[src/rtl/pong_game_ctrl_pkg.sv]
`default_nettype none
// ============================================================================
// Package     : pong_game_ctrl_pkg
// Description : Shared definitions for the Pong game sequencer: game state
//               encodings, BCD digit limit and a small BCD helper.
// Revision    : 1.0 - initial release
// ============================================================================
package pong_game_ctrl_pkg;

    typedef logic [1:0] state_t;

    localparam state_t ST_NEWGAME = 2'd0;
    localparam state_t ST_PLAY    = 2'd1;
    localparam state_t ST_NEWBALL = 2'd2;
    localparam state_t ST_OVER    = 2'd3;

    localparam logic [3:0] BCD_MAX = 4'd9;

    // True when a two-digit BCD value sits at 99.
    function automatic logic bcd_at_max(input logic [3:0] d1, input logic [3:0] d0);
        return (d1 == BCD_MAX) && (d0 == BCD_MAX);
    endfunction

endpackage
`default_nettype wire

[src/rtl/pong_game_ctrl_bcd2_counter.sv]
`default_nettype none
// ============================================================================
// Module      : bcd2_counter
// Description : Two-digit BCD up-counter with synchronous clear, saturating
//               at 99. Clear has priority over increment.
// Ports       : clk  - system clock
//               rst  - asynchronous active-high reset (counter -> 00)
//               clr  - synchronous clear to 00
//               inc  - increment by one (ignored at 99)
//               d1   - BCD tens digit
//               d0   - BCD ones digit
// Revision    : 1.0 - initial release
// ============================================================================
module bcd2_counter
    import pong_game_ctrl_pkg::*;
(
    input  logic       clk,
    input  logic       rst,
    input  logic       clr,
    input  logic       inc,
    output logic [3:0] d1,
    output logic [3:0] d0
);

    logic [3:0] d1_q, d1_d;
    logic [3:0] d0_q, d0_d;

    always_comb begin
        d1_d = d1_q;
        d0_d = d0_q;
        if (clr) begin
            d1_d = 4'd0;
            d0_d = 4'd0;
        end else if (inc && !bcd_at_max(d1_q, d0_q)) begin
            if (d0_q == BCD_MAX) begin
                d0_d = 4'd0;
                d1_d = d1_q + 4'd1;
            end else begin
                d0_d = d0_q + 4'd1;
            end
        end
    end

    always_ff @(posedge clk or posedge rst) begin
        if (rst) begin
            d1_q <= 4'd0;
            d0_q <= 4'd0;
        end else begin
            d1_q <= d1_d;
            d0_q <= d0_d;
        end
    end

    assign d1 = d1_q;
    assign d0 = d0_q;

endmodule
`default_nettype wire

[src/rtl/pong_game_ctrl.sv]
`default_nettype none
// ============================================================================
// Module      : pong_game_ctrl
// Description : Game-level sequencer for the Pong graphics datapath. Freezes
//               or releases the animation, issues the one-cycle serve pulse,
//               keeps a saturating two-digit BCD score and tracks lives.
// Ports       : clk        - system clock
//               rst        - asynchronous active-high reset
//               btn[1:0]   - paddle buttons; any bit high = start/serve
//               refr_tick  - one pulse per video frame
//               hit        - ball bounced off paddle (pulse)
//               miss       - ball passed right edge (pulse)
//               gra_still  - 1 freezes ball and paddle motion
//               serve      - one-cycle pulse reloading the ball
//               score_d1   - BCD tens digit of score
//               score_d0   - BCD ones digit of score
//               lives      - remaining lives
//               game_over  - high while the game-over screen is shown
// Revision    : 1.0 - initial release
// ============================================================================
module pong_game_ctrl
    import pong_game_ctrl_pkg::*;
#(
    parameter int LIVES_INIT   = 3,
    parameter int SERVE_FRAMES = 120,
    parameter int OVER_FRAMES  = 180,
    parameter int TW           = 8
) (
    input  logic       clk,
    input  logic       rst,
    input  logic [1:0] btn,
    input  logic       refr_tick,
    input  logic       hit,
    input  logic       miss,
    output logic       gra_still,
    output logic       serve,
    output logic [3:0] score_d1,
    output logic [3:0] score_d0,
    output logic [1:0] lives,
    output logic       game_over
);

    localparam logic [TW-1:0] C_SERVE_LOAD = TW'(SERVE_FRAMES);
    localparam logic [TW-1:0] C_OVER_LOAD  = TW'(OVER_FRAMES);
    localparam logic [1:0]    C_LIVES_INIT = 2'(LIVES_INIT);

    state_t        state_q,     state_d;
    logic [TW-1:0] timer_q,     timer_d;
    logic [1:0]    lives_q,     lives_d;
    logic          gra_still_q, gra_still_d;
    logic          serve_q,     serve_d;
    logic          game_over_q, game_over_d;

    logic          start_req;
    logic          score_clr;
    logic          score_inc;

    assign start_req = |btn;

    always_comb begin
        state_d   = state_q;
        timer_d   = timer_q;
        lives_d   = lives_q;
        serve_d   = 1'b0;
        score_clr = 1'b0;
        score_inc = 1'b0;

        // Frame countdown holds at zero; any load below overrides it.
        if (refr_tick && (timer_q != '0)) begin
            timer_d = timer_q - 1'b1;
        end

        case (state_q)
            ST_NEWGAME: begin
                if (start_req) begin
                    state_d   = ST_PLAY;
                    score_clr = 1'b1;
                    lives_d   = C_LIVES_INIT;
                    serve_d   = 1'b1;
                end
            end
            ST_PLAY: begin
                // A miss takes priority over a simultaneous hit.
                if (miss) begin
                    if (lives_q <= 2'd1) begin
                        state_d = ST_OVER;
                        lives_d = 2'd0;
                        timer_d = C_OVER_LOAD;
                    end else begin
                        state_d = ST_NEWBALL;
                        lives_d = lives_q - 2'd1;
                        timer_d = C_SERVE_LOAD;
                    end
                end else if (hit) begin
                    score_inc = 1'b1;
                end
            end
            ST_NEWBALL: begin
                if ((timer_q == '0) && start_req) begin
                    state_d = ST_PLAY;
                    serve_d = 1'b1;
                end
            end
            ST_OVER: begin
                if (timer_q == '0) begin
                    state_d = ST_NEWGAME;
                end
            end
            default: begin
                state_d = ST_NEWGAME;
            end
        endcase

        // Decoded from the next state so these flags move with the state register.
        gra_still_d = (state_d != ST_PLAY);
        game_over_d = (state_d == ST_OVER);
    end

    always_ff @(posedge clk or posedge rst) begin
        if (rst) begin
            state_q     <= ST_NEWGAME;
            timer_q     <= '0;
            lives_q     <= C_LIVES_INIT;
            gra_still_q <= 1'b1;
            serve_q     <= 1'b0;
            game_over_q <= 1'b0;
        end else begin
            state_q     <= state_d;
            timer_q     <= timer_d;
            lives_q     <= lives_d;
            gra_still_q <= gra_still_d;
            serve_q     <= serve_d;
            game_over_q <= game_over_d;
        end
    end

    bcd2_counter u_score (
        .clk (clk),
        .rst (rst),
        .clr (score_clr),
        .inc (score_inc),
        .d1  (score_d1),
        .d0  (score_d0)
    );

    assign gra_still = gra_still_q;
    assign serve     = serve_q;
    assign lives     = lives_q;
    assign game_over = game_over_q;

endmodule
`default_nettype wire

[config.mk]
export PLATFORM = sky130hd
export DESIGN_NAME = pong_game_ctrl
export DESIGN_NICKNAME = d
export VERILOG_FILES = /design/src/rtl/pong_game_ctrl_pkg.sv /design/src/rtl/pong_game_ctrl_bcd2_counter.sv /design/src/rtl/pong_game_ctrl.sv
export SDC_FILE = /design/constraint.sdc
export NUM_CORES = 1
export LEC_CHECK = 0
export ABC_CLOCK_PERIOD_IN_PS = 4040
export BUFFER_PORTS_ARGS = -buffer_cell sky130_fd_sc_hd__buf_2
export CORE_MARGIN = 4
export CORE_UTILIZATION = 59
export CTS_CLUSTER_DIAMETER = 50
export DETAILED_ROUTE_END_ITERATION = 8
export GPL_TIMING_DRIVEN = 0
export PLACE_DENSITY = 0.94
export SLEW_MARGIN = 20
export SYNTH_ARGS = -nofsm -noshare
export SYNTH_HDL_FRONTEND = slang
export SYNTH_HIERARCHICAL = 1
export SYNTH_SLANG_ARGS = --single-unit
[constraint.sdc]
create_clock -name clk -period 4.04 [get_ports clk]
set_input_delay 0 -clock clk [delete_from_list [all_inputs] [get_ports clk]]
set_output_delay 0 -clock clk [all_outputs]
set_load 0.01 [all_outputs]
==> impl_results.md, run 1 <==
- Status: finished clean
- Yosys warnings: 6
- Post-cts resize count: 0
- Arrival time of data at the critical path endpoint: 2.34 ns
- Share of synthesized area occupied by flip-flops and latches: 44.9%
- Count of unresolved DRC violations after routing: 0
- Path category of the worst min-delay check: input pin to flip-flop
- Number of antenna-violating nets in the routed design: 0
- Clock Sinks: 23
- Antenna cells: 0
- Starting density of the core: 63.8%
- Final Critical Period: 2.08 ns
- Vias in the first global route: 1,025
- Port-buffer cells: 19
- DRC violation total after the first TritonRoute iteration: 15
- Kind of launch point of the worst setup path: flip-flop
- Clock-pin slew on the worst setup and hold paths: 0.13 ns
- Synth async-reset ratio: 100%
- Crit-path max FO: 8
- Detailed Place HPWL: 2070 um
- Dominant register cell in the synthesized netlist: sky130_fd_sc_hd__dfrtp_1
- Vertical die dimension: 54.8 um
- Number of nets in the finished design: 166
- Worst relative slew slack: 56.9%
- Final Max Tran Viols: 0
- H-tree level count: 1
- Setup repair after global routing missed its margin: no
- Final design utilization: 72.5%
- Required time of the critical path: 4.29 ns
- Min setup slack post-route: 1.96 ns
- Final Setup Violations: 0
- Pwr/cell area: 566 nW/um^2
- Wire length of the first global-routing pass: 4510 um
- Maximum clock frequency: 480 MHz
- Number of flops mapped to enable cells by yosys: 0
- Worst-Margin Slew: 0.642 ns
- Syn_area_per_cell: 10.2 sq um
- Clock insertion delay at the later pin of the skew report: 0.32 ns
- Total congestion overflow after global routing: 0
- Syn Inst Count: 127
- Max-cap violations: 0
- Die ar.: 3000 sq um
- Setup TNS: 0 ns
- Cell area after technology mapping: 1290 sq um
- Largest vdd supply drop: 0.376 mV
- Total Routing Usage GR: 21.3%
- Distinct cell type count after synthesis: 43
- Detailed-routing iteration count for the pre-antenna-repair pass: 4
- Initial antenna violation count: 0
- Path type of the worst setup path: flip-flop to flip-flop
- Root buffer cell: sky130_fd_sc_hd__clkbuf_4
- Crit share post-route: 51.6%
- Number of placed I/O pins: 20
- Number of rows created at floorplan: 16
- Top cell type by total area after synthesis: sky130_fd_sc_hd__dfrtp_1
- Leakage power total: 0.000646 uW
- Total detailed-routing wirelength: 2800 um
- Setup skew after layout: 0.00429 ns
- Max clock buf depth: 2
- Routability cong.: 0.834
- Fraction of layout instances using a drive strength above 1: 23.0%
- Number of buffers inserted during clock tree synthesis: 3
- Mapped Nets: 140
- Wirelength per Cell: 15.7 um
- Post-synthesis sequential element count: 23
- Mean number of vias per cell: 5.99
- Kind of end point of the critical path: flip-flop
- Placement Setup Slack: 2.03 ns
- Chip Width: 54.8 um
- TritonCTS clock tree: done
- Largest net degree at the start of global routing: 16
- Area growth from synthesis to layout: 13.6%
- Biggest area contributors in the synthesized netlist: sky130_fd_sc_hd__dfrtp_1 39%, sky130_fd_sc_hd__dfstp_2 6.1%, sky130_fd_sc_hd__ha_1 5.8%
- Hold Vio Cnt, Final: 0
- Proportion of netlist area held by the largest area contributor: 38.8%
- Placeable core region: 2020 sq um
- Vias post-DR: 1,073
[per-layer routing]
layer / wire, um / GRT usage [%] / vias up
met2: 1430 / 34.3 / 27
met3: 96 / 3.81 / 5
met5: 0 / 0 / -
met1: 1240 / 27.0 / 534
li1: - / - / 507
met4: 39 / 11.2 / 0
[sequential cells by signal, indices dropped and copies added (netlist names)]
name        flops
serve           1
u_score/d0      4
timer_q         8
lives           2
u_score/d1      4
game_over       1
gra_still       1
state_q         2
[kinds of logic after synthesis]
logic type	synth area share (%)
multiplexers	2.33
XOR/XNOR	3.39
adder cells (fa/ha/maj)	5.82
flip-flops	44.9
AND/OR/NAND/NOR	27.2
AO/OA/AOI/OAI	13.1
buffers and inverters	3.30
[through the flow]
stage | area, sq um | hold slack (ns) | total power, uW | std cells
2_1_floorplan | 1290 | -0.184 | 611 | 127
3_3_place_gp | 1420 | -0.0285 | 686 | 173
3_5_place_dp | 1420 | -0.0171 | 719 | 173
4_1_cts | 1470 | 0.0380 | 829 | 179
5_1_grt | 1470 | 0.0722 | 884 | 179
6_report | 1470 | 0.0427 | 830 | 179
[final cells by class]
cell class	count	area, sq um
multi-input combinational	93	668
tap	27	33.8
timing repair buffer	21	115
sequential	23	579
buffer	3	11.3
inverter	8	31.3
fill	146	557
clock buffer	4	26.3
[cells in the final DEF (no fill, tap or decap), types with 5 or more instances in the layout]
master,Yosys,layout
sky130_fd_sc_hd__xnor2_1,5,5
sky130_fd_sc_hd__inv_1,7,7
sky130_fd_sc_hd__dfrtp_1,20,20
sky130_fd_sc_hd__ha_1,6,6
sky130_fd_sc_hd__nand2_1,7,7
sky130_fd_sc_hd__o21ai_0,5,5
sky130_fd_sc_hd__nor2_1,9,9
sky130_fd_sc_hd__a21oi_1,9,9
sky130_fd_sc_hd__buf_2,0,19
[critical path, cell delays in order (launching register included)]
cell	delay, ns
sky130_fd_sc_hd__dfrtp_1	0.35
sky130_fd_sc_hd__clkbuf_1	0.27
sky130_fd_sc_hd__nor3b_1	0.27
sky130_fd_sc_hd__and2_1	0.30
sky130_fd_sc_hd__nand4b_2	0.25
sky130_fd_sc_hd__or4_1	0.46
sky130_fd_sc_hd__a21oi_1	0.13
[where the power goes]
group / internal, uW / leakage, uW / total [uW] / switching (uW)
registers: 319 / 0.000271 / 401 / 82.6
logic: 140 / 0.000360 / 317 / 177
clock network: 38.7 / 0.0000150 / 111 / 72.4
total: 497 / 0.000646 / 830 / 332
[worst paths after layout]
kind	startpoint	end	slack, ns	cells after the start
max in group asynchronous	rst	gra_still	3.39	3
worst min-delay path	btn[0]	state_q[1]	0.04	4
worst min register to register	lives[1]	lives[1]	0.53	2
worst max register to register	state_q[0]	u_score/d1[2]	1.96	6
worst max-delay path	state_q[0]	u_score/d1[2]	1.96	6
min in group asynchronous	rst	u_score/d1[2]	0.17	3
[repair_timing]
action	CTS	global route
hold endpoints to repair	21	0
setup endpoints to repair	0	0
buffers inserted	0	0
hold buffers	2	0
[cell usage after synthesis, drive strengths merged (4+ instances only)]
cell type	n
a21oi	9
dfrtp	20
ha	6
inv	7
nand2	8
nand2b	4
nand3	4
nor2	9
nor3	4
o21ai	5
xnor2	5
No activity file was read; power rests on OpenSTA's default activity.
==> run 2, diff against run 1 <==
ABC_CLOCK_PERIOD_IN_PS = 1780   (was 4040)
CORE_UTILIZATION = 50   (was 59)
PLACE_DENSITY = 0.86   (was 0.94)
clock period = 1.78 ns   (was 4.04 ns; I/O delays follow)
==> run 2 against run 1 <==
  * Wire length is 1.2% lower
  * Clock skew is 0.0021 ns higher
  * Count of clock-buffer cells in the layout stayed put
  * Sequential share of layout area is 1.7 points lower
  * Critical path depth is 1 lower
  * Combinational power is 140% higher
  * Final area is 4.9% higher
  * Non-clock buffer count is 2 higher
==> impl_results.md, run 2 (synthesis gave the netlist of run 1 again) <==
- Kind of launch point of the worst setup path: flip-flop (unchanged)
- Die ar.: 3460 sq um (was 3000 sq um)
- Maximum clock frequency: 585 MHz (was 480 MHz)
- Clock insertion delay at the later pin of the skew report: 0.31 ns (was 0.32 ns)
- Number of buffer and inverter stages on the critical path: 1 (unchanged)
- Number of buffers inserted during clock tree synthesis: 3 (unchanged)
- Required time of the critical path: 2.00 ns (was 4.29 ns)
- Final design utilization: 62.0% (was 72.5%)
- Total Routing Usage GR: 18.0% (was 21.3%)
- Port-buffer cells: 19 (unchanged)
- Setup TNS: 0 ns (unchanged)
- Starting density of the core: 52.1% (was 63.8%)
- Number of nets in the finished design: 168 (was 166)
- Most frequent standard cell in the layout excluding fill and tap cells: sky130_fd_sc_hd__buf_2 (was sky130_fd_sc_hd__dfrtp_1)
- Leakage power total: 0.000697 uW (was 0.000646 uW)
- Family with the most delay on the worst path: simple AND/OR/NAND/NOR gates (unchanged)
- Number of rows created at floorplan: 18 (was 16)
- Final Critical Period: 1.71 ns (was 2.08 ns)
- Area growth from synthesis to layout: 19.1% (was 13.6%)
- Status: finished clean (unchanged)
- Wirelength per Cell: 15.0 um (was 15.7 um)
- Logic pwr share: 38.2% (was 38.3%)
- Clock-pin slew on the worst setup and hold paths: 0.13 ns (about the same)
- Chip Width: 58.8 um (was 54.8 um)
- DRC violation total after the first TritonRoute iteration: 21 (was 15)
- Kind of end point of the critical path: flip-flop (unchanged)
- Antenna cells: 0 (unchanged)
- Worst relative slew slack: 61.6% (was 56.9%)
- Worst-Margin Slew: 0.575 ns (was 0.642 ns)
- Setup skew after layout: 0.00635 ns (was 0.00429 ns)
- Total congestion overflow after global routing: 0 (unchanged)
- Final Max Tran Viols: 0 (unchanged)
- Hold Vio Cnt, Final: 0 (unchanged)
- Crit-path max FO: 5 (was 8)
- H-tree level count: 1 (unchanged)
- Worst-path cell with the longest stage delay: sky130_fd_sc_hd__or4b_1 (was sky130_fd_sc_hd__or4_1)
- Sw frac: 40.1% (was 40.0%)
- P_sw: 793 uW (was 332 uW)
- Setup repair after global routing missed its margin: yes (was no)
- Clock group share of total power: 12.4% (was 13.4%)
- Largest stage delay on the critical path: 0.49 ns (was 0.46 ns)
- Crit share post-route: 96.1% (was 51.6%)
- Vertical die dimension: 58.8 um (was 54.8 um)
- Routability cong.: 0.815 (was 0.834)
- TritonCTS clock tree: done (unchanged)
- Mean number of vias per cell: 5.76 (was 5.99)
- Hold slack: 0.0912 ns (was 0.0427 ns)
- Largest net degree at the start of global routing: 16 (unchanged)
- Largest reg by FF count: timer_q (unchanged)
- Seq pwr share: 49.4% (was 48.4%)
- Placeable core region: 2480 sq um (was 2020 sq um)
- Fraction of layout instances using a drive strength above 1: 29.9% (was 23.0%)
- Number of placed I/O pins: 20 (unchanged)
- Vias post-DR: 1,059 (was 1,073)
- Count of unresolved DRC violations after routing: 0 (unchanged)
- Clock Sinks: 23 (unchanged)
- Initial antenna violation count: 0 (unchanged)
- Number of antenna-violating nets in the routed design: 0 (unchanged)
- Cell-internal power: 1180 uW (was 497 uW)
- Placement Setup Slack: -0.240 ns (was 2.03 ns)
- Largest vdd supply drop: 0.894 mV (was 0.376 mV)
- Leading cell types in the layout, fill and taps excluded: 19 x sky130_fd_sc_hd__buf_2, 18 x sky130_fd_sc_hd__dfrtp_1, 9 x sky130_fd_sc_hd__nor2_1, 9 x sky130_fd_sc_hd__a21oi_1, 7 x sky130_fd_sc_hd__nand2_1 (was 20 x sky130_fd_sc_hd__dfrtp_1, 19 x sky130_fd_sc_hd__buf_2, 9 x sky130_fd_sc_hd__nor2_1, 9 x sky130_fd_sc_hd__a21oi_1)
- Detailed-routing iteration count for the pre-antenna-repair pass: 4 (unchanged)
- Max-cap violations: 0 (unchanged)
- Vias in the first global route: 1,072 (was 1,025)
- Root buffer cell: sky130_fd_sc_hd__clkbuf_4 (unchanged)
- Detailed Place HPWL: 2000 um (was 2070 um)
- Flip-flop count of the largest register, all copies and words added: 8 (unchanged)
- Final Setup Violations: 0 (unchanged)
- Max clock buf depth: 2 (unchanged)
- Wire length of the first global-routing pass: 4820 um (was 4510 um)
- Min setup slack post-route: 0.0692 ns (was 1.96 ns)
- Total detailed-routing wirelength: 2770 um (was 2800 um)
- Cells along the critical path: inv_1 > ha_1 > and3b_1 > or4b_1 > o21ai_0 (was clkbuf_1 > nor3b_1 > and2_1 > nand4b_2 > or4_1 > a21oi_1)
- Path type of the worst setup path: flip-flop to flip-flop (unchanged)
- Path category of the worst min-delay check: input pin to flip-flop (unchanged)
- Arrival time of data at the critical path endpoint: 1.93 ns (was 2.34 ns)
- Pwr/cell area: 1290 nW/um^2 (was 566 nW/um^2)
-- run 2: cell types whose count changed in the layout (fill, tap and decap cells not counted), moves of 2 or more --
cell,before,now
sky130_fd_sc_hd__clkbuf_1,4,1
sky130_fd_sc_hd__dfrtp_2,0,2
sky130_fd_sc_hd__dfrtp_1,20,18
sky130_fd_sc_hd__buf_4,0,4
-- run 2: final timing paths --
| path | slack, ns | start | depth (start not counted) | to |
|---|---|---|---|---|
| worst max-delay path | 0.07 | u_score/d0[1] | 5 | u_score/d0[0] |
| worst min-delay path | 0.09 | btn[0] | 4 | state_q[1] |
| worst max register to register | 0.07 | u_score/d0[1] | 5 | u_score/d0[0] |
| worst min register to register | 0.54 | lives[1] | 2 | lives[1] |
| max in group asynchronous | 1.09 | rst | 3 | state_q[1] |
| min in group asynchronous | 0.18 | rst | 3 | u_score/d0[2] |
-- run 2: power groups by stage --
stage          registers (uW)  logic, uW  clock network, uW
6_report                  975        755                245
3_5_place_dp              929        702                  0
2_1_floorplan             926        460                  0
4_1_cts                   982        670                247
5_1_grt                  1020        832                278
3_3_place_gp              904        659                  0
-- run 2: per-layer routing --
| layer | global-route usage, % | part of all wire, % |
|---|---|---|
| met5 | 0 | 0 |
| met4 | 7.44 | 1.3 |
| met3 | 2.63 | 3.5 |
| met2 | 30.9 | 53 |
| met1 | 22.5 | 42 |
-- run 2: metrics by stage --
stage / cell area [sq um] / total power, uW / instances
after floorplan: 1290 / 1390 / 127
after global placement: 1420 / 1560 / 176
after detailed placement: 1420 / 1630 / 176
after CTS: 1490 / 1900 / 180
after global routing: 1540 / 2130 / 184
final: 1540 / 1970 / 184
-- run 2: area by class of cell --
type                       instances  area, sq um
fill                             220          941
multi-input combinational         93          709
sequential                        23          582
timing repair buffer              25          145
tap                               30         37.5
inverter                           8         31.3
clock buffer                       4         26.3
buffer                             1         5.00
-- run 2: tightest hold or removal path: cells and delay by family --
| family | cells | cell delay, ns |
|---|---|---|
| simple gates | 2 | 0.11 |
| buf+inv | 1 | 0.09 |
| compound gates | 1 | 0.17 |
-- run 2: repair_timing --
item                                    in CTS  in global routing
gates resized for setup                      6                  7
endpoints found under the setup margin      14                 11
buffers inserted                             0                  4
hold buffers                                 2                  0
endpoints found under the hold margin       21                  0
pin swaps                                    0                  1
